===== config.mk =====
export PLATFORM = sky130hd
export DESIGN_NAME = itype_imem_loader_flat
export DESIGN_NICKNAME = d
export VERILOG_FILES = /design/src/rtl/itype_imem_loader_if.sv /design/src/rtl/itype_imem_loader.sv /design/src/flat_wrapper.sv
export SDC_FILE = /design/constraint.sdc
export NUM_CORES = 1
export LEC_CHECK = 0
export ABC_AREA = 1
export ABC_CLOCK_PERIOD_IN_PS = 5250
export CORE_MARGIN = 1.5
export CORE_UTILIZATION = 45
export DETAILED_ROUTE_END_ITERATION = 16
export GPL_TIMING_DRIVEN = 1
export PLACE_DENSITY = 0.77
export SETUP_SLACK_MARGIN = 0.2
export SLEW_MARGIN = 15
export SYNTH_ARGS = -nofsm -noshare
export SYNTH_HDL_FRONTEND = slang
export SYNTH_SLANG_ARGS = --single-unit

===== constraint.sdc =====
create_clock -name clk -period 5.25 [get_ports clk]
set_input_delay 0.7875 -clock clk [delete_from_list [all_inputs] [get_ports clk]]
set_output_delay 0.7875 -clock clk [all_outputs]
set_load 0.02 [all_outputs]

===== src/rtl/itype_imem_loader_if.sv =====
// Host-to-loader tuple channel and loader-to-instruction-memory write port.
interface itype_imem_loader_if #(
    parameter int ADDR_W = 8
);
    logic              req_valid;
    logic              req_ready;
    logic [2:0]        req_funct3;
    logic [4:0]        req_rd;
    logic [4:0]        req_rs1;
    logic [11:0]       req_imm;
    logic              req_last;
    logic              imem_we;
    logic [ADDR_W-1:0] imem_addr;
    logic [31:0]       imem_wdata;

    modport master (
        output req_valid, req_funct3, req_rd, req_rs1, req_imm, req_last,
        input  req_ready,
        input  imem_we, imem_addr, imem_wdata
    );

    modport slave (
        input  req_valid, req_funct3, req_rd, req_rs1, req_imm, req_last,
        output req_ready,
        output imem_we, imem_addr, imem_wdata
    );
endinterface


===== src/rtl/itype_imem_loader.sv =====
// Program loader for the I-type core: encodes OP-IMM field tuples into instruction memory
// at consecutive word addresses, holding the core in reset until the load has settled.
module itype_imem_loader #(
    parameter int ADDR_W      = 8,
    parameter int MAX_WORDS   = 256,
    parameter int RELEASE_DLY = 4
) (
    input  logic                clk,
    input  logic                rst,
    input  logic                start,
    itype_imem_loader_if.slave  bus,
    output logic                core_rst_n,
    output logic                busy,
    output logic                done,
    output logic [ADDR_W:0]     word_count,
    output logic                err_illegal,
    output logic                err_trunc
);
    localparam int DLY_W = (RELEASE_DLY < 2) ? 1 : $clog2(RELEASE_DLY + 1);
    localparam logic [ADDR_W:0]  MAX_CNT  = (ADDR_W + 1)'(MAX_WORDS);
    localparam logic [ADDR_W:0]  CNT_ONE  = (ADDR_W + 1)'(1);
    localparam logic [DLY_W-1:0] DLY_LAST = DLY_W'(RELEASE_DLY);
    localparam logic [DLY_W-1:0] DLY_ONE  = DLY_W'(1);

    typedef enum logic [1:0] {IDLE, LOAD, WAIT, RUN} state_t;

    state_t            state;
    logic [ADDR_W:0]   acc_cnt;
    logic [DLY_W-1:0]  dly;
    logic              vld_p1;
    logic [ADDR_W-1:0] addr_p1;
    logic [31:0]       data_p1;
    logic              accept;
    logic              last_word;

    // Only SLLI/SRLI/SRAI constrain imm[11:5]; everything else is a plain 12-bit immediate.
    function automatic logic shift_illegal(input logic [2:0] f3, input logic [11:0] imm);
        return ((f3 == 3'b001) && (imm[11:5] != 7'h00)) ||
               ((f3 == 3'b101) && (imm[11:5] != 7'h00) && (imm[11:5] != 7'h20));
    endfunction

    function automatic logic [31:0] encode(input logic [2:0] f3, input logic [4:0] rd,
                                           input logic [4:0] rs1, input logic [11:0] imm);
        if (shift_illegal(f3, imm))
            return 32'h0000_0013;
        return {imm, rs1, f3, rd, 7'b0010011};
    endfunction

    // start pre-empts acceptance so a restart never swallows a tuple.
    assign bus.req_ready = (state == LOAD) && (acc_cnt < MAX_CNT) && !start;
    assign accept        = bus.req_valid && bus.req_ready;
    assign last_word     = bus.req_last || ((acc_cnt + CNT_ONE) == MAX_CNT);

    assign bus.imem_we    = vld_p1;
    assign bus.imem_addr  = addr_p1;
    assign bus.imem_wdata = data_p1;

    // p1: accepted tuple becomes a memory write one cycle later
    always_ff @(posedge clk or negedge rst) begin
        if (!rst) begin
            vld_p1  <= 1'b0;
            addr_p1 <= '0;
            data_p1 <= '0;
        end else begin
            vld_p1 <= accept;
            if (accept) begin
                addr_p1 <= acc_cnt[ADDR_W-1:0];
                data_p1 <= encode(bus.req_funct3, bus.req_rd, bus.req_rs1, bus.req_imm);
            end
        end
    end

    always_ff @(posedge clk or negedge rst) begin
        if (!rst) begin
            state       <= IDLE;
            acc_cnt     <= '0;
            word_count  <= '0;
            dly         <= '0;
            core_rst_n  <= 1'b0;
            busy        <= 1'b0;
            done        <= 1'b0;
            err_illegal <= 1'b0;
            err_trunc   <= 1'b0;
        end else if (start) begin
            state      <= LOAD;
            acc_cnt    <= '0;
            word_count <= '0;
            dly        <= '0;
            core_rst_n <= 1'b0;
            busy       <= 1'b1;
            done       <= 1'b0;
            if (state == RUN) begin
                err_illegal <= 1'b0;
                err_trunc   <= 1'b0;
            end
        end else begin
            if (vld_p1)
                word_count <= word_count + CNT_ONE;
            case (state)
                LOAD: begin
                    if (accept) begin
                        acc_cnt <= acc_cnt + CNT_ONE;
                        if (shift_illegal(bus.req_funct3, bus.req_imm))
                            err_illegal <= 1'b1;
                        if (last_word) begin
                            state <= WAIT;
                            dly   <= '0;
                            if (!bus.req_last)
                                err_trunc <= 1'b1;
                        end
                    end
                end
                // First WAIT cycle carries the final write; release follows RELEASE_DLY later.
                WAIT: begin
                    if (dly == DLY_LAST) begin
                        state      <= RUN;
                        busy       <= 1'b0;
                        done       <= 1'b1;
                        core_rst_n <= 1'b1;
                    end else begin
                        dly <= dly + DLY_ONE;
                    end
                end
                default: ;
            endcase
        end
    end
endmodule


===== src/flat_wrapper.sv =====
// flat-port wrapper written by rule: the top's interface ports become plain ports
module itype_imem_loader_flat 
#(
    parameter int ADDR_W      = 8,
    parameter int MAX_WORDS   = 256,
    parameter int RELEASE_DLY = 4
)
  (clk, rst, start, core_rst_n, busy, done, word_count, err_illegal, err_trunc, bus_req_valid, bus_req_funct3, bus_req_rd, bus_req_rs1, bus_req_imm, bus_req_last, bus_req_ready, bus_imem_we, bus_imem_addr, bus_imem_wdata);
  itype_imem_loader_if #(.ADDR_W(ADDR_W)) bus_i ();
  input  logic clk;
  input  logic rst;
  input  logic start;
  output logic core_rst_n;
  output logic busy;
  output logic done;
  output logic [ADDR_W:0] word_count;
  output logic err_illegal;
  output logic err_trunc;
  input wire logic [$bits(bus_i.req_valid)-1:0] bus_req_valid;
  input wire logic [$bits(bus_i.req_funct3)-1:0] bus_req_funct3;
  input wire logic [$bits(bus_i.req_rd)-1:0] bus_req_rd;
  input wire logic [$bits(bus_i.req_rs1)-1:0] bus_req_rs1;
  input wire logic [$bits(bus_i.req_imm)-1:0] bus_req_imm;
  input wire logic [$bits(bus_i.req_last)-1:0] bus_req_last;
  output wire logic [$bits(bus_i.req_ready)-1:0] bus_req_ready;
  output wire logic [$bits(bus_i.imem_we)-1:0] bus_imem_we;
  output wire logic [$bits(bus_i.imem_addr)-1:0] bus_imem_addr;
  output wire logic [$bits(bus_i.imem_wdata)-1:0] bus_imem_wdata;
  assign bus_i.req_valid = bus_req_valid;
  assign bus_i.req_funct3 = bus_req_funct3;
  assign bus_i.req_rd = bus_req_rd;
  assign bus_i.req_rs1 = bus_req_rs1;
  assign bus_i.req_imm = bus_req_imm;
  assign bus_i.req_last = bus_req_last;
  assign bus_req_ready = bus_i.req_ready;
  assign bus_imem_we = bus_i.imem_we;
  assign bus_imem_addr = bus_i.imem_addr;
  assign bus_imem_wdata = bus_i.imem_wdata;
  itype_imem_loader #(.ADDR_W(ADDR_W), .MAX_WORDS(MAX_WORDS), .RELEASE_DLY(RELEASE_DLY)) u_core (.clk(clk), .rst(rst), .start(start), .bus(bus_i), .core_rst_n(core_rst_n), .busy(busy), .done(done), .word_count(word_count), .err_illegal(err_illegal), .err_trunc(err_trunc));
endmodule

# Yosys cells after proc, flatten, opt, wreduce, memory -nomap -nowiden
# Cells that the tools add are included.
# classes
addsub	3
mul	0
div_mod_pow	0
order_cmp	1
eq_ne	14
shift	0
n_mux	35
n_bitwise	0
n_reduce_logical	24
# ops
op	count
32-bit two-way mux	2
9-bit two-way mux	5
9-bit by 1-bit adder with 9-bit output, second input constant	2
1-bit two-way mux	18
2-bit nonzero test	7
3-bit two-way mux	4
4-bit AND reduction	3
9-bit equality test, second input constant	1
9-bit < comparator, second input constant	1
3-bit by 2-bit != test with 1-bit output, second input constant	3
2-bit two-way mux	4
7-bit by 6-bit != test with 1-bit output, second input constant	1
7-bit nonzero test	1
3-bit equality test, second input constant	2
1-bit logical AND	6
3-bit one-hot mux with 2 select lines	1
5-bit AND reduction	1
2-bit equality test, second input constant	2
2-bit one-hot mux with 2 select lines	1
2-bit AND reduction	2
3-bit by 1-bit adder with 3-bit output, second input constant	1
3-bit by 1-bit equality test with 1-bit output, second input constant	1
3-bit != test, second input constant	1
3-bit nonzero test	1
5 further kinds	6
# totals
register_bits	68
latch_bits	0
mem_bits_rw	0
romBits	0
in_bits	30
output_inout_bits	56
word_cells	88
mem_count	0

# Longest topological paths before layout
# logic_depth
ltp_word	8
ltp_mapped	12
mapped_depth_nobuf	12

# Least setup slack after synthesis
# No wires, ideal clock.
# synth_timing
kind	input to output
from	input port start
to	output port bus_req_ready
arrival_ns	1.231
slack_ns	3.232
stages	3
path_buffers	0
cell_sequence	inv_2 nand2_2 nor2_1
# synth_via
elab_chain_len	2
# synth_rtl
element	line_no	rtl
from (decl)	flat_wrapper.sv:12	input logic start;
1-bit zero test	itype_imem_loader.sv:50	assign bus.req_ready = (state == LOAD) && (acc_cnt < MAX_CNT) && !start;
1-bit logical AND	itype_imem_loader.sv:50	
to (decl)	flat_wrapper.sv:25	output wire logic [$bits(bus_i.req_ready)-1:0] bus_req_ready;
# No other way between the ends.

# Worst setup path in the final report
# Ends and elaborated chain as after synthesis.

==> flow_summary.toml <==
[die]
initial_utilization_pct = 46.1
row_count = 29
fp.dieArea_mm2 = 0.00696
die_h_um = 83.4
die_x_um = 83.4
ioPinCount = 86
fp.coreArea_mm2 = 0.00631

[power]
p_leak_uw = 0.00175
power_uw = 1660
power_density_mw_per_mm2 = 424
ir_drop_mv = 0.277

[routing]
ant_nets = 0
vias = 2547
wirelength_um = 6650
routedWlPerCell_um = 13.1
via_per_inst = 5.01
drtIter0Drc = 126
firstDrtPassIters = 4
drc = 0

[finish]
final-seq-area_mm2 = 0.00155
fillers = 540
fin_area_mm2 = 0.00391
nNetsFinal = 461
n_antenna_cell = 0
syn_to_final_growth_pct = 34.4
drive_gt1_share_pct = 6.73
multi_input_area_mm2 = 0.00111

[clocking]
postCtsResizedCells = 0
clock_latency_ps = 340
clockBufferDepth = 2
holdBufCountCts = 0
numCtsBuffers = 9
postCtsSetupBuffers = 0
cts_tree = "yes"
cts_root_buf = "clkbuf_8"
clock_sinks = 62
clk_pin_slew_ps = 70
ctsHtreeMaxLevel = 3

[critical_path]
critPathMaxStageDelay_ps = 610
slowest_stage = "clkdlybuf4s50_1"
crit_type = "input port to output port"
cp.required_ps = 4460
path_buf_inv = 3
end_kind = "output port"
cp.arrival_ps = 2370
path_cells = "clkdlybuf4s50_1 > inv_2 > nand2_2 > nor2_1 > clkdlybuf4s50_1"
crit_fanout = 15
start_kind = "input port"
crit_top_cell = "clkdlybuf4s50_1"
critPathTopFamily = "buffers and inverters"

[synth]
yosys_warnings = 0
avgSynthCellArea_um2 = 8.41
ys_types = 34
synthArstFlopShare_pct = 100
synth_flop_cell = "dfrtp_1"
ys_seq_elements = 62
yosysSeqAreaShare_pct = 53.3
synth.top_cell.area_share_pct = 53.3
synth_edf_count = 0
synthMostInstantiatedCell = "nand2_1"
syn_area_mm2 = 0.00291
synth_top_area_cell = "dfrtp_1"
synthTopCellsByArea = "dfrtp_1 (53%), nand2_1 (15%), o21ai_0 (5.5%), inv_1 (4.3%), nor2_1 (3.2%)"
synth_cells = 346
yosys-top-cells-count = "nand2_1 (114), dfrtp_1 (62), inv_1 (33), o21ai_0 (32), nor2_1 (25)"

[status]
outcome = "completed"

[grt]
grt-ovfl-total = 0
grt_pass1_wl_um = 11300
grt_usage_pct = 20.2
grt_pass1_vias = 2462
antenna_found_initial = 0
grt_max_degree = 63

[run]
drv_cap = 0

[worst_hold_path]
hp-class = "flop to flop"

[timing]
setup-tns-final_ps = 0
rsz0062_at_grt = "no"
slew_headroom_pct = 26.9
slew_violations = 0
skew_ps = 9.48
fin_crit_ps = 3160
final_hold_viol_count = 0
setup_viol = 0
post-route-period-util_pct = 60.2
max_slew.worst_pin.slew_ps = 1090
timing.fmax_mhz = 317

[place]
gp_congestion = 0.974
place_hpwl_um = 4510
placed_cell_area_mm2 = 0.00371
portBuffers = 81
==> layout by cell type, fill, tap and decap left out, drive strengths merged <==
cell and count:
a21oi 7, clkbuf 11, inv 35, clkinv 2, and3 1, nand2 116, nor3b 1, clkinvlp 2
nor2 26, xnor2 1, nand4 4, ha 5, nor3 3, o21a 1, nand3 11, o21ai 47
xor2 1, or2 1, dfrtp 62, bufinv 1, buf 3, conb 4, clkdlybuf4s50 80, o31ai 1
a31oi 1, o22ai 3, nor4 1
==> flip-flops by register name, summed over array words and instances, names as in the netlist <==
register and flops:
u_core.acc_cnt 9, u_core.bus.imem_addr 8, u_core.bus.imem_wdata 26, u_core.bus.imem_we 1, u_core.busy 1, u_core.core_rst_n 1, u_core.dly 3, u_core.err_illegal 1
u_core.err_trunc 1, u_core.state 2, u_core.word_count 9
==> final timing paths <==
| check | from | end | slack [ps] | cells past startpoint |
|---|---|---|---|---|
| max | start | bus_req_ready | 2090 | 5 |
| min | u_core.busy | u_core.busy | 480 | 2 |
| max reg2reg | u_core.state[1] | u_core.acc_cnt[2] | 3210 | 7 |
| min reg2reg | u_core.busy | u_core.busy | 480 | 2 |
| max in group asynchronous | rst | u_core.bus.imem_wdata[16] | 4110 | 2 |
| min in group asynchronous | rst | u_core.bus.imem_wdata[11] | 610 | 2 |
==> per-layer routing <==
| metal | share of wire [%] | vias to the layer above | routed length [um] | GRT usage, % |
|---|---|---|---|---|
| met5 | 0 | - | 0 | 0 |
| met4 | 1.3 | 0 | 89 | 6.41 |
| met3 | 6.3 | 9 | 422 | 5.77 |
| met2 | 47 | 93 | 3150 | 32.8 |
| met1 | 45 | 1194 | 2990 | 26.3 |
| li1 | - | 1251 | - | - |
==> layout make-up <==
cell class | instances | area share [%]
clock buffers | 11 | 3.61
clock inverters | 5 | 1.50
inverters | 35 | 3.42
multi-input cells | 235 | 28.4
flip-flops and latches | 62 | 39.7
well taps | 77 | 2.46
repair buffers | 83 | 21.0
==> power by group <==
group          total (uW)  switching, uW  leakage, uW  internal [uW]
registers             661           71.3     0.000814            589
clock network         418            186    0.0000955            232
logic                 578            314     0.000841            265
==> per-stage QoR <==
step                      hold WS [ps]  instances  utilization, %  setup WS, ps
after global routing               523        508            62.0          1990
after global placement             466        492            58.8          2110
after CTS                          483        508            62.0          2100
after floorplan                    464        349               -          3230
after detailed placement           465        492            58.8          2110
final                              481        508            62.0          2090
==> worst register-to-register path, stage by stage, from the launching register on <==
cell and delay, ps:
dfrtp_1 420, nor2_4 150, nand2_2 90, nor3b_4 160, buf_4 360, inv_4 280
nand2_1 310, o21ai_0 130
==> cells by family (layout without fill, tap and decap cells) <==
| family | Yosys count | count (layout) | synth area share [%] |
|---|---|---|---|
| DFF | 62 | 62 | 53.3 |
| adders and majority gates | 5 | 5 | 2.15 |
| buffers and inverters | 52 | 134 | 9.16 |
| other | 1 | 4 | 0.129 |
| and+or+nand+nor | 164 | 164 | 23.6 |
| AOI/OAI and AO/OA | 60 | 60 | 11.0 |
| xor gates and xnor gates | 2 | 2 | 0.602 |
Power figures use the tool's default switching activity.
